--- config.mk ---
export PLATFORM = sky130hd
export DESIGN_NAME = seg7_scan_driver_flat
export DESIGN_NICKNAME = d
export VERILOG_FILES = /design/src/rtl/seg7_pkg.sv /design/src/rtl/seg7_scan_driver_if.sv /design/src/rtl/hex_to_seg7.sv /design/src/rtl/seg7_scan_driver.sv /design/src/flat_wrapper.sv
export SDC_FILE = /design/constraint.sdc
export NUM_CORES = 1
export LEC_CHECK = 0
export BUFFER_PORTS_ARGS = -buffer_cell sky130_fd_sc_hd__buf_2
export CAP_MARGIN = 15
export CORE_MARGIN = 4
export CORE_UTILIZATION = 30
export CTS_CLUSTER_DIAMETER = 100
export DETAILED_ROUTE_END_ITERATION = 7
export PLACE_DENSITY = 0.52
export RECOVER_POWER = 25
export SETUP_SLACK_MARGIN = 0.02
export SLEW_MARGIN = 10
export SYNTH_ARGS = -nofsm -noshare
export SYNTH_HDL_FRONTEND = slang
export SYNTH_HIERARCHICAL = 1
export SYNTH_SLANG_ARGS = --single-unit
--- constraint.sdc ---
create_clock -name clk -period 2.5 [get_ports clk]
set_clock_uncertainty 0.05 [all_clocks]
set_input_delay 0.625 -clock clk [delete_from_list [all_inputs] [get_ports clk]]
set_output_delay 0.625 -clock clk [all_outputs]
set_load 0.005 [all_outputs]
--- src/rtl/seg7_pkg.sv ---
// Segment patterns and idle levels for the seven-segment scan driver.
// Segment order is {a,b,c,d,e,f,g}, active-high.
package seg7_pkg;

  localparam logic [6:0] SEG_OFF = 7'b0000000;
  localparam logic [3:0] GND_OFF = 4'b1111;

  localparam logic [6:0] SEG_0 = 7'b1111110;
  localparam logic [6:0] SEG_1 = 7'b0110000;
  localparam logic [6:0] SEG_2 = 7'b1101101;
  localparam logic [6:0] SEG_3 = 7'b1111001;
  localparam logic [6:0] SEG_4 = 7'b0110011;
  localparam logic [6:0] SEG_5 = 7'b1011011;
  localparam logic [6:0] SEG_6 = 7'b1011111;
  localparam logic [6:0] SEG_7 = 7'b1110000;
  localparam logic [6:0] SEG_8 = 7'b1111111;
  localparam logic [6:0] SEG_9 = 7'b1111011;
  localparam logic [6:0] SEG_A = 7'b1110111;
  localparam logic [6:0] SEG_B = 7'b0011111;
  localparam logic [6:0] SEG_C = 7'b1001110;
  localparam logic [6:0] SEG_D = 7'b0111101;
  localparam logic [6:0] SEG_E = 7'b1001111;
  localparam logic [6:0] SEG_F = 7'b1000111;

endpackage

--- src/rtl/seg7_scan_driver_if.sv ---
// Display bus: value/load in from the core side, digit commons and
// segment lines out to the panel.
interface seg7_scan_driver_if;

  logic [15:0] value;
  logic        load;
  logic [3:0]  grounds;
  logic [6:0]  display;

  modport master (
    output value,
    output load,
    input  grounds,
    input  display
  );

  modport slave (
    input  value,
    input  load,
    output grounds,
    output display
  );

endinterface

--- src/rtl/hex_to_seg7.sv ---
// Combinational hex nibble to seven-segment pattern decoder.
// Covers all sixteen codes, so no default pattern is ever emitted.
module hex_to_seg7 (
  input  logic [3:0] nib,
  output logic [6:0] seg
);

  import seg7_pkg::*;

  always_comb begin
    seg = SEG_OFF;
    unique case (nib)
      4'h0: seg = SEG_0;
      4'h1: seg = SEG_1;
      4'h2: seg = SEG_2;
      4'h3: seg = SEG_3;
      4'h4: seg = SEG_4;
      4'h5: seg = SEG_5;
      4'h6: seg = SEG_6;
      4'h7: seg = SEG_7;
      4'h8: seg = SEG_8;
      4'h9: seg = SEG_9;
      4'hA: seg = SEG_A;
      4'hB: seg = SEG_B;
      4'hC: seg = SEG_C;
      4'hD: seg = SEG_D;
      4'hE: seg = SEG_E;
      4'hF: seg = SEG_F;
    endcase
  end

endmodule

--- src/rtl/seg7_scan_driver.sv ---
// 4-digit multiplexed hex display with snapshot shadow and anti-ghost blanking.
// Define LEADING_ZERO_BLANK_EN to suppress leading zero digits 3..1.
module seg7_scan_driver #(
  parameter int REFRESH_DIV  = 50000,
  parameter int BLANK_CYCLES = 16
) (
  input logic               clk,
  input logic               rst_n,
  seg7_scan_driver_if.slave bus
);

  import seg7_pkg::*;

  localparam int PW = (REFRESH_DIV > 1) ? $clog2(REFRESH_DIV) : 1;
  localparam logic [PW-1:0] LAST  = PW'(REFRESH_DIV - 1);
  localparam logic [PW-1:0] BLANK = PW'(BLANK_CYCLES);

  logic [15:0]   shadow;
  logic [PW-1:0] presc;
  logic [1:0]    digit;
  logic [3:0]    nib;
  logic [3:0]    grounds;
  logic [6:0]    display;

  logic          slot_start;
  logic [3:0]    nib_cur;
  logic [6:0]    seg;
  logic          show;

  assign slot_start = (presc == '0);

  // At slot start the latch is being loaded; use the incoming nibble.
  assign nib_cur = slot_start ? shadow[{digit, 2'b00} +: 4] : nib;

  hex_to_seg7 u_dec (
    .nib (nib_cur),
    .seg (seg)
  );

`ifdef LEADING_ZERO_BLANK_EN
  logic lz;
  logic lz_now;
  logic lz_cur;

  always_comb begin
    lz_now = 1'b0;
    unique case (digit)
      2'd3: lz_now = (shadow[15:12] == 4'h0);
      2'd2: lz_now = (shadow[15:8] == 8'h00);
      2'd1: lz_now = (shadow[15:4] == 12'h000);
      2'd0: lz_now = 1'b0;
    endcase
  end

  assign lz_cur = slot_start ? lz_now : lz;
  assign show   = (presc >= BLANK) && !lz_cur;

  always_ff @(posedge clk) begin
    if (!rst_n)
      lz <= 1'b0;
    else if (slot_start)
      lz <= lz_now;
  end
`else
  assign show = (presc >= BLANK);
`endif

  always_ff @(posedge clk) begin
    if (!rst_n) begin
      shadow  <= '0;
      presc   <= '0;
      digit   <= '0;
      nib     <= '0;
      grounds <= GND_OFF;
      display <= SEG_OFF;
    end else begin
      if (bus.load)
        shadow <= bus.value;
      if (presc == LAST) begin
        presc <= '0;
        digit <= digit + 2'd1;
      end else begin
        presc <= presc + 1'b1;
      end
      if (slot_start)
        nib <= nib_cur;
      grounds <= show ? ~(4'b0001 << digit) : GND_OFF;
      display <= show ? seg : SEG_OFF;
    end
  end

  assign bus.grounds = grounds;
  assign bus.display = display;

endmodule

--- src/flat_wrapper.sv ---
// flat-port wrapper written by rule: the top's interface ports become plain ports
module seg7_scan_driver_flat import seg7_pkg::*;
#(
  parameter int REFRESH_DIV  = 50000,
  parameter int BLANK_CYCLES = 16
)
  (clk, rst_n, bus_value, bus_load, bus_grounds, bus_display);
  seg7_scan_driver_if bus_i ();
  input logic clk;
  input logic rst_n;
  input wire logic [$bits(bus_i.value)-1:0] bus_value;
  input wire logic [$bits(bus_i.load)-1:0] bus_load;
  output wire logic [$bits(bus_i.grounds)-1:0] bus_grounds;
  output wire logic [$bits(bus_i.display)-1:0] bus_display;
  assign bus_i.value = bus_value;
  assign bus_i.load = bus_load;
  assign bus_grounds = bus_i.grounds;
  assign bus_display = bus_i.display;
  seg7_scan_driver #(.REFRESH_DIV(REFRESH_DIV), .BLANK_CYCLES(BLANK_CYCLES)) u_core (.clk(clk), .rst_n(rst_n), .bus(bus_i));
endmodule
==> results of run 1 <==
==> critical path, stage by stage, from the launching register on <==
cell     delay (ns)
dfxtp_2        0.33
or4_4          0.57
nor4_4         0.28
buf_4          0.17
mux2_4         0.34
inv_4          0.08
ha_4           0.20
mux4_2         0.45
and2_4         0.14
==> timing repair <==
item / CTS / global route
resized for setup: 1 / 9
gates cloned: 0 / 1
hold endpoints to repair: 0 / 0
pin swaps: 1 / 3
endpoints found under the setup margin: 7 / 7
setup buffers: 3 / 3
==> synth_stat cells, drive strengths merged, types with 6 or more instances <==
cell	number	area (um^2)
ha	13	163
inv	14	52.6
nor2	17	63.8
nand4	6	37.5
mux2	7	78.8
xnor2	11	96.3
nor2b	19	119
nand2	8	30.0
mux2i	19	190
dfxtp	49	981
and2	13	81.3
==> cells by family after synthesis <==
| kind of cell | synth area share |
|---|---|
| flops | 0.418 |
| buf+inv | 0.0427 |
| fa+ha+maj | 0.0694 |
| xor+xnor | 0.0486 |
| mux | 0.164 |
| simple gates | 0.223 |
| compound gates | 0.0336 |
==> power by group through the flow <==
stage	logic (W)	clock network, W	registers [W]
final	0.000236	0.000611	0.000814
after global routing	0.000264	0.000664	0.000817
after CTS	0.000221	0.000640	0.000813
after detailed placement	0.000211	0	0.000831
after global placement	0.000208	0	0.000831
after floorplan	0.000141	0	0.000830
==> stage by stage <==
step	util	total power (W)	instances
2_1_floorplan	-	0.000972	228
3_3_place_gp	0.384	0.00104	379
3_5_place_dp	0.384	0.00104	379
4_1_cts	0.404	0.00167	390
5_1_grt	0.411	0.00175	393
6_report	0.411	0.00166	393
==> flip-flops by register name, indices dropped and copies added, names as in the netlist <==
| register | count |
|---|---|
| u_core/nib | 4 |
| u_core/shadow | 16 |
| u_core/presc | 16 |
| u_core/bus.display | 7 |
| u_core/bus.grounds | 4 |
| u_core/digit | 2 |
==> per-layer routing <==
metal	track usage	vias to the layer above
met4	0.0421	0
met2	0.170	23
met1	0.153	769
met3	0.0279	7
met5	0	-
li1	-	908
==> path summary, 6_finish.rpt <==
kind	slack [ns]	startpoint	endpoint
max	-0.19	u_core/presc[13]	u_core/bus.display[3]
min	0.47	u_core/presc[0]	u_core/presc[0]
max reg2reg	-0.19	u_core/presc[13]	u_core/bus.display[3]
min reg2reg	0.47	u_core/presc[0]	u_core/presc[0]
==> layout make-up <==
type | count | share of cell area
clock buffer | 6 | 0.0271
clock inverter | 2 | 0.0135
inverter | 14 | 0.0189
multi-input combinational | 157 | 0.435
sequential | 49 | 0.323
tap | 99 | 0.0406
timing repair buffer | 66 | 0.142
==> run summary, run 1 <==
The run finished, with violations left. The final reports fail on negative setup slack. The wire length of the first global-routing pass came out at 7.98 mm.

TritonCTS built the clock tree. The first TritonRoute pass finished after 4 iterations. The cell count after synthesis came out at 228.

The fill cell total of the finished layout is 726. The hold-critical path depth is 2. The share of total power dissipated in the clock network is 0.368. In the synthesized netlist the dominant register cell turns out to be dfxtp_1. The final hold violation count is 0. The number of vias per cell after detailed routing came out at 4.34. The post-detailed-routing wire length is 4.81 mm. The root buffer cell chosen for the clock tree is clkbuf_8. Adding up every negative setup slack in the final design gives -0.778 ns. In the layout the commonest cells are 47 x dfxtp_1, 34 x buf_4, 28 x buf_2. The internal power contribution is 0.00127 W. After detailed routing, no signal wire sits above met4. The count of pins over their slew limit was 0. Derived from the worst setup path, the maximum achievable clock frequency is 0.372 GHz. The TritonCTS buffer count is 5. The area of the multi-input gates is 1330 um^2. The worst-case setup margin in the final layout came out at -0.190 ns. The worst setup slack before clock tree synthesis came out at -0.272 ns.

The worst hold slack after final layout came out at 0.466 ns. The width of the chip came out at 96.4 um. At the pin with the least slew margin, the transition time is 1.16 ns. The share of synthesized area occupied by flip-flops and latches came out at 0.418. Setup repair after global routing could not meet its margin everywhere.

The sort of element at the start of the critical path is a flip-flop. The final antenna diode count came out at 0. The worst setup path is of the flip-flop to flip-flop kind.

The effective utilization at floorplan is 0.317. The maximum number of pins on one net before global-route repair is 23. The met3 wirelength from detailed routing came out at 180 um. The post-route antenna net violation count came out at 0. The sequential cell fraction of total power is 0.490.

The via count of the first global-routing pass came out at 1,691. The clock sink total is 49. The total routing resource utilization after global routing came out at 0.112. The net load switching power is 0.000389 W. The routed length on met2 is 2.13 mm. The maximum level of the CTS H-tree came out at 2. The worst setup path is captured at a flip-flop. The critical path arrival came out at 2.86 ns.

The layout net count is 325. The synthesized netlist occupies a cell area of 2340 um^2. The relative slew slack is 0.225. The final clock period utilization by the worst path is 1.08. The wire length the detailed router placed on met1 is 2.41 mm. The detail-routed net length per standard cell is 12.2 um. The region available for standard cell placement spans 7410 um^2. The die area came out at 9290 um^2. The detailed-route DRC error count came out at 0. Summing all non-filler instances in the final layout gives an area of 3050 um^2. The number of maximum-capacitance violations came out at 0. In this run the tool buffered the top-level ports with 29 buffer cells. Clock-pin slew was measured on the worst setup and hold paths at 0.10 ns. The die span in y is 96.4 um. The clock latency on the worst-skew pair is 0.31 ns. The total of warnings raised by yosys is 6. Summed over all layers, the global routing overflow is 0. For this design the top-level I/O count stands at 30. The leading cell type in the layout, fill and taps excluded is dfxtp_1. The number of synthesized flops with an enable pin is 0. The sequential cell area in the final layout is 983 um^2. Setup violations remaining at the end of the flow were counted as 7.

The analysis attributes to cell leakage a power of 1.27 nW. The share of flip-flops with an asynchronous set or reset after synthesis is 0. In this run, synthesis produced a sequential element count of 49.

Detailed placement finished with a half-perimeter wire length of 3.44 mm. For the finished layout, the period the worst path requires is 2.69 ns. The tightest min-delay check is of the flip-flop to flip-flop type. The fraction of layout cells with a size suffix above 1 is 0.354.

The power density of the placed cells is 545 nW/um^2. The weighted congestion at the end of routability-driven global placement came out at 0.743. Averaged over all synthesized cells, the footprint is 10.3 um^2. The number of cell instances on the worst register-to-register path came out at 8. The floorplan has 31 rows.

Of the total power, the share spent switching nets is 0.234. Summing all placed instances gives a cell area of 2850 um^2. The count of routing violations after the opening detailed-route iteration came out at 50. The total number of vias came out at 1,707. The area growth from synthesis to layout came out at 30.0%.

The number of antenna violations at the first check in global routing is 0. The post-synthesis cell type count came out at 38. The count of hold buffers inserted by post-cts repair came out at 0. The net count after synthesis is 260. The worst-case IR drop observed on VDD is 0.254 mV. The worst path required time is 2.67 ns. Of all nets on the critical path, the largest fanout is 5. The part of the total power dissipated in combinational logic is 0.142.

The maximum buffer depth of the clock tree came out at 2.
No activity file was read; power rests on OpenSTA's default activity.
==> run 2: changes to the inputs <==
--- a/config.mk
+++ b/config.mk
@@ -5,13 +5,14 @@
 export SDC_FILE = /design/constraint.sdc
 export NUM_CORES = 1
 export LEC_CHECK = 0
+export ABC_AREA = 1
 export BUFFER_PORTS_ARGS = -buffer_cell sky130_fd_sc_hd__buf_2
 export CAP_MARGIN = 15
 export CORE_MARGIN = 4
 export CORE_UTILIZATION = 30
 export CTS_CLUSTER_DIAMETER = 100
 export DETAILED_ROUTE_END_ITERATION = 7
-export PLACE_DENSITY = 0.52
+export PLACE_DENSITY = 0.51
 export RECOVER_POWER = 25
 export SETUP_SLACK_MARGIN = 0.02
 export SLEW_MARGIN = 10
==> run summary, run 2 <==
The run finished with clean final reports. The final clock period utilization by the worst path came out at 0.850 (-0.226). The top-area cell type share of the netlist area is 0.399 (-0.0190). The final sum of negative setup slack is 0 ns (+0.778 ns). The final antenna diode count is 0 (unchanged). The effective utilization at floorplan came to 0.313 (-0.00352). The final critical path time including I/O delays and setup came out at 2.13 ns (-0.564 ns). The library cell used most frequently in the layout, excluding fill and tap cells, is nand2_1. The share of the core filled with cells came out at 0.358 (-0.0533). The final hold violation count is 0 (unchanged). The count of instances resized after the clock tree is built came to 0 (-1). The total of buffers placed on input and output ports came to 29 (unchanged).

The detailed-route DRC error count came to 0 (unchanged). The start point of the worst hold path is u_core/shadow[11]. The maximum fanout along the worst path came to 5 (unchanged). The TritonCTS buffer count is 5 (unchanged).

The source of the worst register-to-register timing path is u_core/presc[0]. The clock sink total is 49 (unchanged). The top cell types in the final layout, fill and taps aside, are 97 x nand2_1, 49 x dfxtp_1, 48 x inv_1. The root buffer cell chosen for the clock tree is clkbuf_8. The hold-critical path depth is 2 (unchanged). The weighted congestion at the end of routability-driven global placement was 0.844 (+14%).

The number of placed instances, taps included was 480 (+27%). The maximum buffer depth of the clock tree is 2 (unchanged). Setup repair after global routing left no endpoint under its margin. The number of rows in the core area came out at 32 (+3.2%). The number of synthesized flops with an enable pin was 0 (unchanged).

The largest registers in the layout are u_core/presc: 16 flops, u_core/shadow: 16 flops, u_core/bus.display: 7 flops. The number of antenna violations at the first check in global routing came out at 0 (unchanged). The total number of vias is 2,119 (+24%). The path class of the lowest-slack min-delay path is flip-flop to flip-flop. The clock transition at the registers of the reported paths was 0.10 ns (about the same). The layout net count came out at 417 (+28%). The die area was 9700 um^2 (+4.4%).

The cell leakage power is 1.30 nW (+2.2%). The area of the core is 7850 um^2 (+5.9%). The maximum number of pins on one net before global-route repair is 30 (+30%). The slew of the pin with the lowest slew margin was 0.818 ns (-0.345 ns). The synthesized flop and latch total was 49 (unchanged).

TritonCTS built the clock tree. The area growth from synthesis to layout is 14.4%. The critical path is of the flip-flop to flip-flop type. The share of synthesized area occupied by flip-flops and latches is 0.399 (-0.0190). The detail-routed net length per standard cell is 10.1 um (-17%).

The highest ir drop seen on vdd is 0.215 mV (-16%). The most used flip-flop cell after synthesis is dfxtp_1. The critical path arrival is 2.29 ns (-0.57 ns). The die span in y came out at 98.5 um (+2.2%). The synthesized design spends more area on one cell type than any other, namely dfxtp_1. The post-route antenna net violation count is 0 (unchanged). The post-synthesis cell type count came out at 23 (-39%).

Ranked by instance count, the synthesized netlist is headed by 97 x nand2_1, 49 x dfxtp_1, 48 x inv_1, 39 x nor2_1, 27 x a21oi_1. The post-synthesis cell area came to 2460 um^2 (+4.7%). The maximum operating frequency came to 0.470 GHz (+27%). The relative slew slack is 0.455 (+0.230). The leftover overflow at the end of global routing is 0 (unchanged).

The width of the chip came out at 98.5 um (+2.2%). The count of pins over their slew limit came to 0 (unchanged). The count of routing violations after the opening detailed-route iteration is 79 (+58%). The total of warnings raised by yosys came out at 6 (unchanged).

The setup-violating endpoint count in the final report came out at 0 (-7). The post-CTS setup repair buffer count was 0 (-3). The synthesized area per cell came out at 6.92 um^2 (-33%). The fraction of layout cells with a size suffix above 1 came out at 0.137 (-0.216).

The source of the critical timing path is u_core/presc[0]. The I/O pin total is 30 (unchanged). The clock latency on the worst-skew pair is 0.31 ns (about the same). The estimated wirelength of the detail-placed design is 3.69 mm (+7.3%). The most common cell in the netlist is nand2_1. The number of vias per cell after detailed routing is 4.34 (about the same). The number of standard cells in the final layout excluding fillers was 488 (+24%). STA classifies the critical path startpoint as a flip-flop.

The maximum level of the CTS H-tree is 2 (unchanged). The post-detailed-routing wire length is 4.93 mm (+2.5%). Sorting the synthesized cells by area gives the leading types as dfxtp_1 40%, nand2_1 15%, inv_1 7.3%, ha_1 6.6%, nor2_1 6.0%. The cell count after synthesis is 355 (+56%). The count of TritonRoute iterations in the first routing pass came to 4 (unchanged).

The total routing resource utilization after global routing is 0.108 (-0.00393). The count of hold buffers inserted by post-cts repair came out at 0 (unchanged). The wire length of the first global-routing pass came out at 8.72 mm (+9.2%). The share of flip-flops with an asynchronous set or reset after synthesis came out at 0 (unchanged).

The number of maximum-capacitance violations came out at 0 (unchanged). The number of cell instances on the worst register-to-register path is 15 (+7). The via count of the first global-routing pass is 2,030 (+20%). The worst path required time is 2.66 ns (about the same). The worst setup path is captured at a flip-flop. The power density of the placed cells was 570 nW/um^2 (+4.7%). The net count after synthesis is 387 (+49%).
## run 2: cell types whose count changed in the layout (fill, tap and decap cells not counted), moves of 12 or more
cell,delta
buf_4,-31
nor2b_1,-18
mux2i_1,-19
nand2_1,+89
o21ai_0,+18
nand3_1,+21
and2_1,-12
inv_1,+36
a21oi_1,+24
nor2_1,+23
## run 2: where the power goes
group          internal [W]  switching (W)
Combinational     0.0000685       0.000119
Clock              0.000326       0.000274
Sequential         0.000806     0.00000994
Total               0.00120       0.000403
## run 2: cell families (layout without fill, tap and decap cells)
kind of cell             Yosys count  count (layout)  share of synthesized area
AO/OA/AOI/OAI                     47              47                     0.0973
AND/OR/NAND/NOR                  179             179                      0.315
buffers and inverters             61              92                      0.101
flip-flops                        49              49                      0.399
adder cells (fa/ha/maj)           13              13                     0.0662
XOR/XNOR                           6               6                     0.0214
## run 2: worst paths after layout
path                                 to  slack [ns]
setup / recovery  u_core/bus.display[3]        0.37
hold / removal        u_core/shadow[11]        0.41
hold reg to reg       u_core/shadow[11]        0.41
setup reg to reg  u_core/bus.display[3]        0.37
## run 2: routing by layer
| layer | share of wire | vias to the layer above | global-route usage |
|---|---|---|---|
| li1 | - | 1156 | - |
| met1 | 0.50 | 932 | 0.137 |
| met2 | 0.45 | 23 | 0.180 |
| met3 | 0.036 | 8 | 0.0241 |
| met4 | 0.014 | 0 | 0.0378 |
| met5 | 0 | - | 0 |
## run 2: cell type report
| cell class | instances | area, um^2 |
|---|---|---|
| clock buffers | 6 | 82.6 |
| clock inverters | 2 | 37.5 |
| fillers | 897 | 5040 |
| inverters | 52 | 195 |
| multi-input cells | 245 | 1220 |
| flip-flops and latches | 49 | 981 |
| well taps | 102 | 128 |
| repair buffers | 32 | 165 |
## run 2: critical path, cell delays in order, from the launching register on
cell and delay (ns):
dfxtp_1 0.35, inv_1 0.10, ha_1 0.14, nand2_1 0.06, nor2_2 0.19, nand2_1 0.15
nand2_1 0.10, nand2_1 0.14, inv_1 0.16, ha_1 0.24, nand2_1 0.07, o21ai_0 0.09
nand2_1 0.07, nand2_1 0.05, inv_1 0.05, nor2_1 0.04
## run 2: through the flow
stage	area (um^2)	hold slack [ns]	worst slack, ns	total power (W)
after CTS	2820	0.414	0.393	0.00163
after global placement	2700	0.396	0.490	0.00102
after detailed placement	2700	0.401	0.402	0.00102
final	2810	0.411	0.374	0.00160
after floorplan	2460	0.379	0.592	0.000979
after global routing	2810	0.425	0.139	0.00169
